--- src/rtl/cp0_exc_unit.sv ---
// cp0_exc_unit
// Memory-stage exception consumer and CP0 register file.
// Picks the highest-priority exception flagged in M, redirects the pipeline
// (flush_o/newpc_o), records BadVAddr/EPC/Cause/Status on the next edge,
// runs the Count/Compare timer and serves MTC0 writes and MFC0 reads.
//
// Ports:
//   clk, rst                  clock, async active-high reset
//   validM, pcM, is_in_delayslotM
//                             M-stage instruction context
//   adelM, adesM, bad_addrM   data address errors and faulting address
//   syscallM, breakM, riM, overflowM, eretM
//                             other M-stage exception/return flags
//   int_i[5:0]                external hardware interrupts
//   we_i, waddr_i, data_i     MTC0 write port
//   raddr_i, data_o           MFC0 read port (combinational)
//   excepttype_o, flush_o, newpc_o
//                             selected exception and redirect
//   epc_o, status_o, cause_o  register views for the pipeline
//   timer_int_o               Count==Compare interrupt pending
module cp0_exc_unit #(
  parameter logic [31:0] EXC_ENTRY = 32'hBFC0_0380,
  parameter logic [31:0] PRID_VAL  = 32'h0000_4220,
  parameter int          COUNT_DIV = 2
) (
  input  logic        clk,
  input  logic        rst,
  input  logic        validM,
  input  logic [31:0] pcM,
  input  logic        is_in_delayslotM,
  input  logic        adelM,
  input  logic        adesM,
  input  logic [31:0] bad_addrM,
  input  logic        syscallM,
  input  logic        breakM,
  input  logic        riM,
  input  logic        overflowM,
  input  logic        eretM,
  input  logic [5:0]  int_i,
  input  logic        we_i,
  input  logic [4:0]  waddr_i,
  input  logic [31:0] data_i,
  input  logic [4:0]  raddr_i,
  output logic [31:0] data_o,
  output logic [31:0] excepttype_o,
  output logic        flush_o,
  output logic [31:0] newpc_o,
  output logic [31:0] epc_o,
  output logic [31:0] status_o,
  output logic [31:0] cause_o,
  output logic        timer_int_o
);

  localparam logic [4:0] R_BADVADDR = 5'd8;
  localparam logic [4:0] R_COUNT    = 5'd9;
  localparam logic [4:0] R_COMPARE  = 5'd11;
  localparam logic [4:0] R_STATUS   = 5'd12;
  localparam logic [4:0] R_CAUSE    = 5'd13;
  localparam logic [4:0] R_EPC      = 5'd14;
  localparam logic [4:0] R_PRID     = 5'd15;

  localparam logic [31:0] T_ERET      = 32'h0000_000e;
  localparam logic [31:0] STATUS_RST  = 32'h0040_0000;
  localparam logic        SINGLE_RATE = (COUNT_DIV == 1);

  logic [31:0] badvaddr, count, compare, status, cause, epc;
  logic        div_tgl;

  logic        int_pending;
  logic [31:0] exc_type;
  logic        exc_badv_we;
  logic [31:0] exc_badv;
  logic [4:0]  exc_code;
  logic        exc_take;
  logic        eret_take;
  logic        mtc0_we;

  // Priority selection of the M-stage exception. Interrupts win over
  // everything, fetch misalignment comes next, ERET is lowest. The
  // BadVAddr source is chosen alongside so fetch and data AdEL, which
  // share a type code, still record different addresses.
  always_comb begin
    int_pending = status[0] & ~status[1] & (|(cause[15:8] & status[15:8]));
    exc_type    = 32'h0;
    exc_badv_we = 1'b0;
    exc_badv    = bad_addrM;
    if (validM) begin
      if (int_pending) begin
        exc_type = 32'h01;
      end else if (pcM[1:0] != 2'b00) begin
        exc_type    = 32'h04;
        exc_badv_we = 1'b1;
        exc_badv    = pcM;
      end else if (riM) begin
        exc_type = 32'h0a;
      end else if (syscallM) begin
        exc_type = 32'h08;
      end else if (breakM) begin
        exc_type = 32'h09;
      end else if (overflowM) begin
        exc_type = 32'h0c;
      end else if (adelM) begin
        exc_type    = 32'h04;
        exc_badv_we = 1'b1;
      end else if (adesM) begin
        exc_type    = 32'h05;
        exc_badv_we = 1'b1;
      end else if (eretM) begin
        exc_type = T_ERET;
      end
    end
  end

  // The interrupt type code is 1 but its ExcCode is 0; every other type
  // code doubles as its ExcCode.
  assign exc_code     = (exc_type == 32'h01) ? 5'd0 : exc_type[4:0];
  assign excepttype_o = exc_type;
  assign flush_o      = (exc_type != 32'h0);
  assign newpc_o      = (exc_type == T_ERET) ? epc : EXC_ENTRY;
  assign eret_take    = (exc_type == T_ERET);
  assign exc_take     = flush_o & ~eret_take;
  // Any redirect in M kills the MTC0 sitting in the same stage.
  assign mtc0_we      = we_i & ~flush_o;

  // Status: EXL is owned by exception entry/return; MTC0 reaches IM, EXL, IE.
  always_ff @(posedge clk or posedge rst) begin
    if (rst) begin
      status <= STATUS_RST;
    end else if (exc_take) begin
      status[1] <= 1'b1;
    end else if (eret_take) begin
      status[1] <= 1'b0;
    end else if (mtc0_we && waddr_i == R_STATUS) begin
      status[15:8] <= data_i[15:8];
      status[1:0]  <= data_i[1:0];
    end
  end

  // Cause: hardware IP bits follow the interrupt lines every cycle; BD is
  // only captured on a first-level exception so nested faults keep the
  // original return context.
  always_ff @(posedge clk or posedge rst) begin
    if (rst) begin
      cause <= 32'h0;
    end else begin
      cause[15:10] <= {int_i[5] | timer_int_o, int_i[4:0]};
      if (exc_take) begin
        cause[6:2] <= exc_code;
        if (!status[1]) begin
          cause[31] <= is_in_delayslotM;
        end
      end else if (mtc0_we && waddr_i == R_CAUSE) begin
        cause[9:8] <= data_i[9:8];
      end
    end
  end

  // EPC points back at the branch when the faulting instruction sits in a
  // delay slot, so ERET re-executes the branch.
  always_ff @(posedge clk or posedge rst) begin
    if (rst) begin
      epc <= 32'h0;
    end else if (exc_take) begin
      if (!status[1]) begin
        epc <= is_in_delayslotM ? (pcM - 32'd4) : pcM;
      end
    end else if (mtc0_we && waddr_i == R_EPC) begin
      epc <= data_i;
    end
  end

  // BadVAddr is read-only to software and only moves on address errors.
  always_ff @(posedge clk or posedge rst) begin
    if (rst) begin
      badvaddr <= 32'h0;
    end else if (exc_take && exc_badv_we) begin
      badvaddr <= exc_badv;
    end
  end

  // Count runs at half the clock rate through a toggle unless configured
  // for full rate; a software load restarts the half-rate phase.
  always_ff @(posedge clk or posedge rst) begin
    if (rst) begin
      count   <= 32'h0;
      div_tgl <= 1'b0;
    end else if (mtc0_we && waddr_i == R_COUNT) begin
      count   <= data_i;
      div_tgl <= 1'b0;
    end else begin
      div_tgl <= ~div_tgl;
      if (SINGLE_RATE || div_tgl) begin
        count <= count + 32'd1;
      end
    end
  end

  // Compare register and the sticky timer interrupt it acknowledges.
  always_ff @(posedge clk or posedge rst) begin
    if (rst) begin
      compare     <= 32'h0;
      timer_int_o <= 1'b0;
    end else if (mtc0_we && waddr_i == R_COMPARE) begin
      compare     <= data_i;
      timer_int_o <= 1'b0;
    end else if (compare != 32'h0 && count == compare) begin
      timer_int_o <= 1'b1;
    end
  end

  // MFC0 read mux; unimplemented register numbers read as zero.
  always_comb begin
    data_o = 32'h0;
    case (raddr_i)
      R_BADVADDR: data_o = badvaddr;
      R_COUNT:    data_o = count;
      R_COMPARE:  data_o = compare;
      R_STATUS:   data_o = status;
      R_CAUSE:    data_o = cause;
      R_EPC:      data_o = epc;
      R_PRID:     data_o = PRID_VAL;
      default:    data_o = 32'h0;
    endcase
  end

  assign epc_o    = epc;
  assign status_o = status;
  assign cause_o  = cause;

endmodule
--- config.mk ---
export PLATFORM = sky130hd
export DESIGN_NAME = cp0_exc_unit
export DESIGN_NICKNAME = d
export VERILOG_FILES = /design/src/rtl/cp0_exc_unit.sv
export SDC_FILE = /design/constraint.sdc
export NUM_CORES = 1
export LEC_CHECK = 0
export BUFFER_PORTS_ARGS = -buffer_cell sky130_fd_sc_hd__buf_2
export CORE_MARGIN = 8
export CORE_UTILIZATION = 45
export CTS_BUF_LIST = sky130_fd_sc_hd__clkbuf_2 sky130_fd_sc_hd__clkbuf_4 sky130_fd_sc_hd__clkbuf_8
export CTS_CLUSTER_SIZE = 16
export DETAILED_ROUTE_END_ITERATION = 8
export MAX_ROUTING_LAYER = met4
export PLACE_DENSITY = 0.72
export SKIP_CTS_REPAIR_TIMING = 1
export SLEW_MARGIN = 15
export SYNTH_ARGS = -nofsm -noshare
export SYNTH_HDL_FRONTEND = slang
export SYNTH_SLANG_ARGS = --single-unit
--- constraint.sdc ---
create_clock -name clk -period 5.6 [get_ports clk]
set_input_delay 0.84 -clock clk [delete_from_list [all_inputs] [get_ports clk]]
set_output_delay 0.84 -clock clk [all_outputs]
set_load 0.1 [all_outputs]
# == After elaboration in Yosys (flattened, before gate mapping) ==
# Cells that the tools add are included.
# Widths: inputs -> output; s select.
# op_classes
bitwise,11
mux,37
eq_ne,16
n_reduce_logical,19
div,0
addsub,2
n_lt_le_gt_ge,0
n_mul,0
shifts,0
# op_table
cell,n
$mux 32,11
$pmux 32 s7,1
$reduce_bool 32->1,2
$eq 5x4->1 const B,12
$mux 4,9
$add 32x1->32 const B,1
$eq 32x1->1 const B,1
$eq 32x32->1,1
$eq 32x4->1 const B,1
$sub 32x3->32 const B,1
$mux 1,14
$and 8x8->8,1
$reduce_bool 2->1,4
$reduce_or 8->1,1
$logic_and 1x1->1,7
$reduce_and 2->1,3
$mux 5,1
$not 1->1,5
$and 1x1->1,4
$reduce_and 3->1,1
$reduce_bool 3->1,1
$mux 2,1
$ne 2x2->1 const B,1
$or 1x1->1,1
# word_totals
mem_bits_rw,0
mem_bits_ro,0
input_bits,124
word_cells,98
latchBits,0
ff_bits,154
n_memories,0
output_inout_bits,194

# == Depth between registers and ports, before layout ==
# Gate-level depths: netlist of the first run.
# depth
depth_word,17
ltp_mapped,7
mapped_depth_nobuf,7

# == Worst setup path after synthesis of the first run ==
# OpenSTA, ideal clock, no wires.
# synth_path
path_kind,register -> output
start,register status[8] (netlist: status_o[8])
end,output port excepttype_o[1]
path_slack_ns,1.573
t_arrival_ns,3.187
stages_incl_launch_ff,6
required_ns,4.760
path_buffers,1
cell_sequence,dfrtp_1 > a22oi_1 > a41o_1 > clkbuf_1 > nand3_1 > a21oi_1
# synth_via
elab_chain_len,5
# synth_lines
item,line_no,text
start: declaration,66,"logic [31:0] badvaddr, count, compare, status, cause, epc;"
start signal: assignment,134,status[15:8] <= data_i[15:8];
$and 8x8->8,83,int_pending = status[0] & ~status[1] & (|(cause[15:8] & status[15:8]));
$reduce_or 8->1,83,
$and 1x1->1,83,
$mux 4,88,if (int_pending) begin
$mux 32,87,if (validM) begin
end: declaration,45,"output logic [31:0] excepttype_o,"
# Every way passes these cells.

# == Worst setup path after layout of the first run ==
# layout_path
start,input port raddr_i[3]
end,output port data_o[16]
# layout_via
elab_chain_len,2
elab_cells_between_ends,8
classes_between,eq/ne (7); mux (1)
# layout_lines
item,line_no,text
start: declaration,43,"input logic [4:0] raddr_i,"
$eq 5x4->1,214,case (raddr_i)
$pmux 32 s7 *,214,
end: declaration,44,"output logic [31:0] data_o,"
# Mark *: on every way between the ends. The rest lies on a longest branch, timed or not.

==> out/metrics.yaml, run 1 <==
run_status: "finished, final reports clean"
route.detailed.wl_per_inst_um: 23.6
synth-async-reset-ratio_pct: 100
starting_density_pct: 45.7
dp_cells: 1482
critical_path.startpoint_type: "input port"
fin_crit_sh_pct: 75.0
path_max_fanout: 16
first_global_vias: 8586
p_leak_nw: 5.13
drv_slew: 0
worstSetupPathType: "in2out"
slew-limit-headroom_pct: 22.6
ys_ff_latch: 153
fmaxAchievable_ghz: 0.238
initialDrtViolationCount: 881
ctsLongestPathBuffers: 2
io_buffers: 248
layout_min_cycle_time_ps: 4200
final_common_cell: "buf_2"
design_power_total_mw: 3.89
cts_root_buffer: "clkbuf_8"
post_route_drc: 0
fill_cells: 1996
main_synth_ff_type: "dfrtp_1"
grt_pass1_wl_mm: 53.8
rsz0062_at_grt: "false"
finish.cell_count_without_fillers: 1518
syn_avg_cell_area_um2: 9.49
finClkSkew_ps: 10.5
grt-ovfl-total: 0
rows: 53
place_ws_ps: 1460
cts.htree.levels: 4
antenna_found_initial: 6
route.detailed.vias_per_inst: 5.81
grtUsageTotal_pct: 27.4
cts.reportedPaths.clkPinSlew_ps: 80
worstSkewPairLatency_ps: 450
chipHeight_um: 162
powerDensity_nw_per_um2: 347
dp.final_hpwl_mm: 27.7
hp-class: "in2reg"
syn_inst: 1010
final-setup-viol-count: 0
core-area_um2: 21000
synth_sequential_area_ratio_pct: 40.0
synthToLayoutAreaGrowth_pct: 16.9
vias: 8817
io_pins: 318
pin_count_of_the_biggest_net_entering_global_routing: 111
hold_violations: 0
ant_nets: 0
worst_setup_path_end_kind: "primary output"
worst_endpoint_required_time_ps: 4760
worst-endpoint-arrival_ps: 3360
drt-total-wl_mm: 35.8
dieWidth_um: 162
clock_tree_from_tritoncts: "yes"
unique_cell_type_count_in_the_yosys_netlist: 59
drtPass1Iterations: 5
finalNetCount: 1352
final_layout_size_suffix_gt1_share_pct: 30.2
cts_inserted_buffers: 17
max_cap_viol_count: 0
worst_margin_pin_slew_ps: 1150
finalWorstSetupSlack_ps: 1400
timing.setup.tns_ps: 0
globalplace.congestion: 0.970
synth-edff-count: 0
die_area_um2: 26200
num_clock_sinks: 153
warnings_synthesis: 40
final_cell_mix: "248 x buf_2, 153 x dfrtp_1, 77 x nand2_1"
synth_area_um2: 9580
worst_ir_drop_vdd_mv: 0.152
[cells in the mapped netlist, types with 9 or more instances]
cell type  instances  area [um^2]
a221o_1           17          170
nand4_1           32          200
o21ai_0           42          210
xor2_1            34          298
nor4_1            16          100
mux2_2            47          529
a221oi_1          17          149
inv_1             31          116
a22oi_1           34          255
nand3_1           32          160
nand2b_1           9         56.3
nor2_1            65          244
nor3_1            19         95.1
mux2i_1           31          310
dfrtp_1          153         3830
o221a_2           16          180
and3_1            26          163
xnor2_1           56          490
clkbuf_1          53          199
a22o_1            17          149
a21oi_1           37          185
buf_4             71          533
nand2_1           77          289
[report_power, final]
| group | internal, mW | switching (mW) |
|---|---|---|
| Combinational | 0.338 | 1.09 |
| Clock | 0.473 | 0.413 |
| Sequential | 1.28 | 0.295 |
| Total | 2.09 | 1.80 |
[critical path, stage by stage]
cell,delay [ps]
buf_2,100
nand2_1,80
nor3b_1,550
nor2b_2,740
buf_4,350
a221o_1,240
buf_2,450
[sequential cells by signal, summed over array words and instances, names as in the netlist]
| name | flops |
|---|---|
| badvaddr | 32 |
| cause_o | 13 |
| compare | 32 |
| count | 32 |
| div_tgl | 1 |
| epc_o | 32 |
| status_o | 10 |
| timer_int_o | 1 |
[cell families after synthesis]
| kind of cell | share of synthesized area [%] |
|---|---|
| XOR/XNOR | 8.23 |
| adder cells (fa/ha/maj) | 0.261 |
| AO/OA/AOI/OAI | 15.3 |
| buffers and inverters | 9.51 |
| flip-flops | 40.0 |
| AND/OR/NAND/NOR | 17.9 |
| other | 0.0391 |
| multiplexers | 8.76 |
[through the flow]
| stage | utilization (%) | hold WS [ps] | instance area (um^2) |
|---|---|---|---|
| finish | 53.4 | 491 | 11200 |
| global route | 53.4 | 472 | 11200 |
| CTS | 53.4 | 474 | 11200 |
| detailed placement | 51.4 | 483 | 10800 |
| global placement | 51.4 | 466 | 10800 |
| floorplan | - | 450 | 9840 |
[routing by layer]
layer,track usage (%),vias to the layer above,share of wire [%]
met3,5.14,58,7.6
li1,-,3980,-
met2,41.2,446,46
met1,37.3,4333,44
met5,-,-,0
met4,7.95,0,2.5
[path summary, 6_finish.rpt]
check                                  start      endpoint  slack, ps  depth (start not counted)
worst min register to register   timer_int_o   cause_o[15]        510                          1
max in group asynchronous                rst    compare[4]       3820                          3
worst max register to register  status_o[13]  badvaddr[15]       2150                          5
worst min-delay path                int_i[2]   cause_o[12]        490                          1
min in group asynchronous                rst   compare[24]        620                          2
worst max-delay path              raddr_i[3]    data_o[16]       1400                          7
[layout make-up]
type / count / area [um^2] / area share [%]
inverters: 32 / 125 / 1.12
flip-flops and latches: 153 / 3830 / 34.2
multi-input cells: 762 / 5150 / 46.0
repair buffers: 260 / 1330 / 11.9
well taps: 275 / 344 / 3.07
diodes: 6 / 15.0 / 0.134
clock inverters: 9 / 123 / 1.09
clock buffers: 21 / 283 / 2.52
No activity file was read; power rests on OpenSTA's default activity.
==> run 2, diff against run 1 <==
==> constraint.sdc (replaced) <==
create_clock -name clk -period 4.18 [get_ports clk]
set_input_delay 0.627 -clock clk [delete_from_list [all_inputs] [get_ports clk]]
set_output_delay 0.627 -clock clk [all_outputs]
set_load 0.1 [all_outputs]
==> run 2 against run 1 <==
Critical path depth fell by 2. Final area rose by 1.1%. Critical path type is now reg2out. Non-clock buffer count rose by 7. Critical endpoint is now newpc_o[23]. Largest cell class unchanged. Largest power group unchanged.
==> out/metrics.yaml, run 2 (same netlist as run 1, synthesis figures left out) <==
final_common_cell: "buf_2"
cts_inserted_buffers: 17  # unchanged
die_area_um2: 26200  # unchanged
timing.setup.tns_ps: 0  # unchanged
run_status: "finished, final reports clean"
worst_margin_pin_slew_ps: 1060  # -97.3 ps
cts_root_buffer: "clkbuf_8"
critical_path.max_stage_delay_ps: 610  # -130 ps
finalNetCount: 1359  # +0.52%
dp_cells: 1489  # +0.47%
p_leak_nw: 5.20  # +1.2%
fin_crit_sh_pct: 85.6
final_cell_mix: "248 x buf_2, 153 x dfrtp_1, 77 x nand2_1"
ant_nets: 0  # unchanged
finClkSkew_ps: 9.26  # -1.21 ps
grtUsageTotal_pct: 27.6  # +0.17 points
grt_pass1_wl_mm: 54.1  # +0.59%
rows: 53  # unchanged
hp-class: "in2reg"
powerDensity_nw_per_um2: 477  # +37%
first_global_vias: 8788  # +2.4%
worstSetupPathType: "reg2out"
hold_violations: 0  # unchanged
worstPathBufferInverterCount: 1  # -2
fmaxAchievable_ghz: 0.280
route.detailed.vias_per_inst: 5.86  # +0.89%
globalplace.congestion: 1.01  # +3.8%
grt-ovfl-total: 0  # unchanged
cts.htree.levels: 4  # unchanged
vias: 8931  # +1.3%
initialDrtViolationCount: 932  # +5.8%
slew-limit-headroom_pct: 29.3  # +6.6 points
rsz0062_at_grt: "false"
final-setup-viol-count: 0  # unchanged
pin_count_of_the_biggest_net_entering_global_routing: 81  # -27%
post_route_drc: 0  # unchanged
starting_density_pct: 45.7  # unchanged
critical-path-top-delay-family: "compound AO/OA/AOI/OAI gates"
final_layout_size_suffix_gt1_share_pct: 30.5  # +0.29 points
worstPathCellList: "a22oi_1 > a41o_1 > and2_1 > nand2b_1 > buf_2"
core-area_um2: 21000  # unchanged
drtPass1Iterations: 5  # unchanged
place_ws_ps: 857  # -606 ps
dp.final_hpwl_mm: 28.2  # +1.6%
drt-total-wl_mm: 36.0  # +0.56%
ctsLongestPathBuffers: 2  # unchanged
path_max_fanout: 13  # -3
finish.cell_count_without_fillers: 1524  # +0.40%
fill_cells: 1983  # -0.65%
worst_setup_path_end_kind: "primary output"
worstSkewPairLatency_ps: 460  # about the same
cts.reportedPaths.clkPinSlew_ps: 80  # about the same
worst_endpoint_required_time_ps: 3550  # -1210 ps
io_buffers: 248  # unchanged
finalWorstSetupSlack_ps: 603  # -798 ps
num_clock_sinks: 153  # unchanged
synthToLayoutAreaGrowth_pct: 18.2
layout_min_cycle_time_ps: 3580
io_pins: 318  # unchanged
worst-endpoint-arrival_ps: 2950  # -410 ps
route.detailed.wl_per_inst_um: 23.6  # +0.16%
worst_ir_drop_vdd_mv: 0.185  # +22%
drv_slew: 0  # unchanged
antenna_found_initial: 4  # -2
chipHeight_um: 162  # unchanged
dieWidth_um: 162  # unchanged
timing.critical_path.slowest_stage_cell: "and2_1"
critical_path.startpoint_type: "register"
clock_tree_from_tritoncts: "yes"
max_cap_viol_count: 0  # unchanged
hold-worst-slack_ps: 271  # -220 ps
run 2: changes by cell type in the layout (fill, tap and decap cells not counted), sizes merged, moves of 2 or more:
cell / previous run / this run
clkbuf: 21 / 24
buf: 260 / 267
diode: 6 / 4
bufinv: 3 / 5
clkinv: 5 / 1
run 2: cell type report:
cell class	instances	area (um^2)	area share, %
multi-input combinational	762	5140	45.4
inverter	32	124	1.09
clock buffer	24	312	2.75
tap	275	344	3.04
sequential	153	3830	33.8
antenna	4	10.0	0.0884
clock inverter	7	163	1.44
timing repair buffer	267	1400	12.3
run 2: worst paths after layout:
| kind | startpoint | endpoint | slack (ps) | depth (start not counted) |
|---|---|---|---|---|
| worst min register to register | badvaddr[31] | badvaddr[31] | 500 | 2 |
| worst max register to register | status_o[13] | status_o[13] | 1360 | 5 |
| min in group asynchronous | rst | cause_o[14] | 360 | 2 |
| worst max-delay path | status_o[13] | newpc_o[23] | 600 | 5 |
| max in group asynchronous | rst | compare[26] | 2860 | 3 |
| worst min-delay path | int_i[1] | cause_o[11] | 270 | 1 |
run 2: stage by stage:
step	power (mW)	area, um^2	utilization [%]
global placement	4.03	10800	51.7
finish	5.40	11300	54.0
CTS	5.39	11300	54.0
floorplan	3.60	9840	-
global route	5.58	11300	54.0
detailed placement	4.05	10800	51.7
run 2: layer usage:
metal | GRT usage, % | part of all wire [%] | vias to the layer above
met5 | - | 0 | -
met4 | 10.4 | 3.1 | 0
met3 | 5.42 | 8.4 | 67
met2 | 41.6 | 46 | 502
met1 | 36.3 | 42 | 4368
li1 | - | - | 3994
run 2: where the power goes:
part / leakage, nW / switching [mW] / internal, mW
Sequential: 1.81 / 0.405 / 1.71
Combinational: 3.15 / 1.47 / 0.457
Clock: 0.240 / 0.563 / 0.792
Total: 5.20 / 2.44 / 2.96
run 2: worst reg2reg max path: stages (launching register included):
cell	delay, ps
dfrtp_1	430
a22oi_1	440
a41o_1	580
buf_4	340
o211a_1	520
mux2_2	400
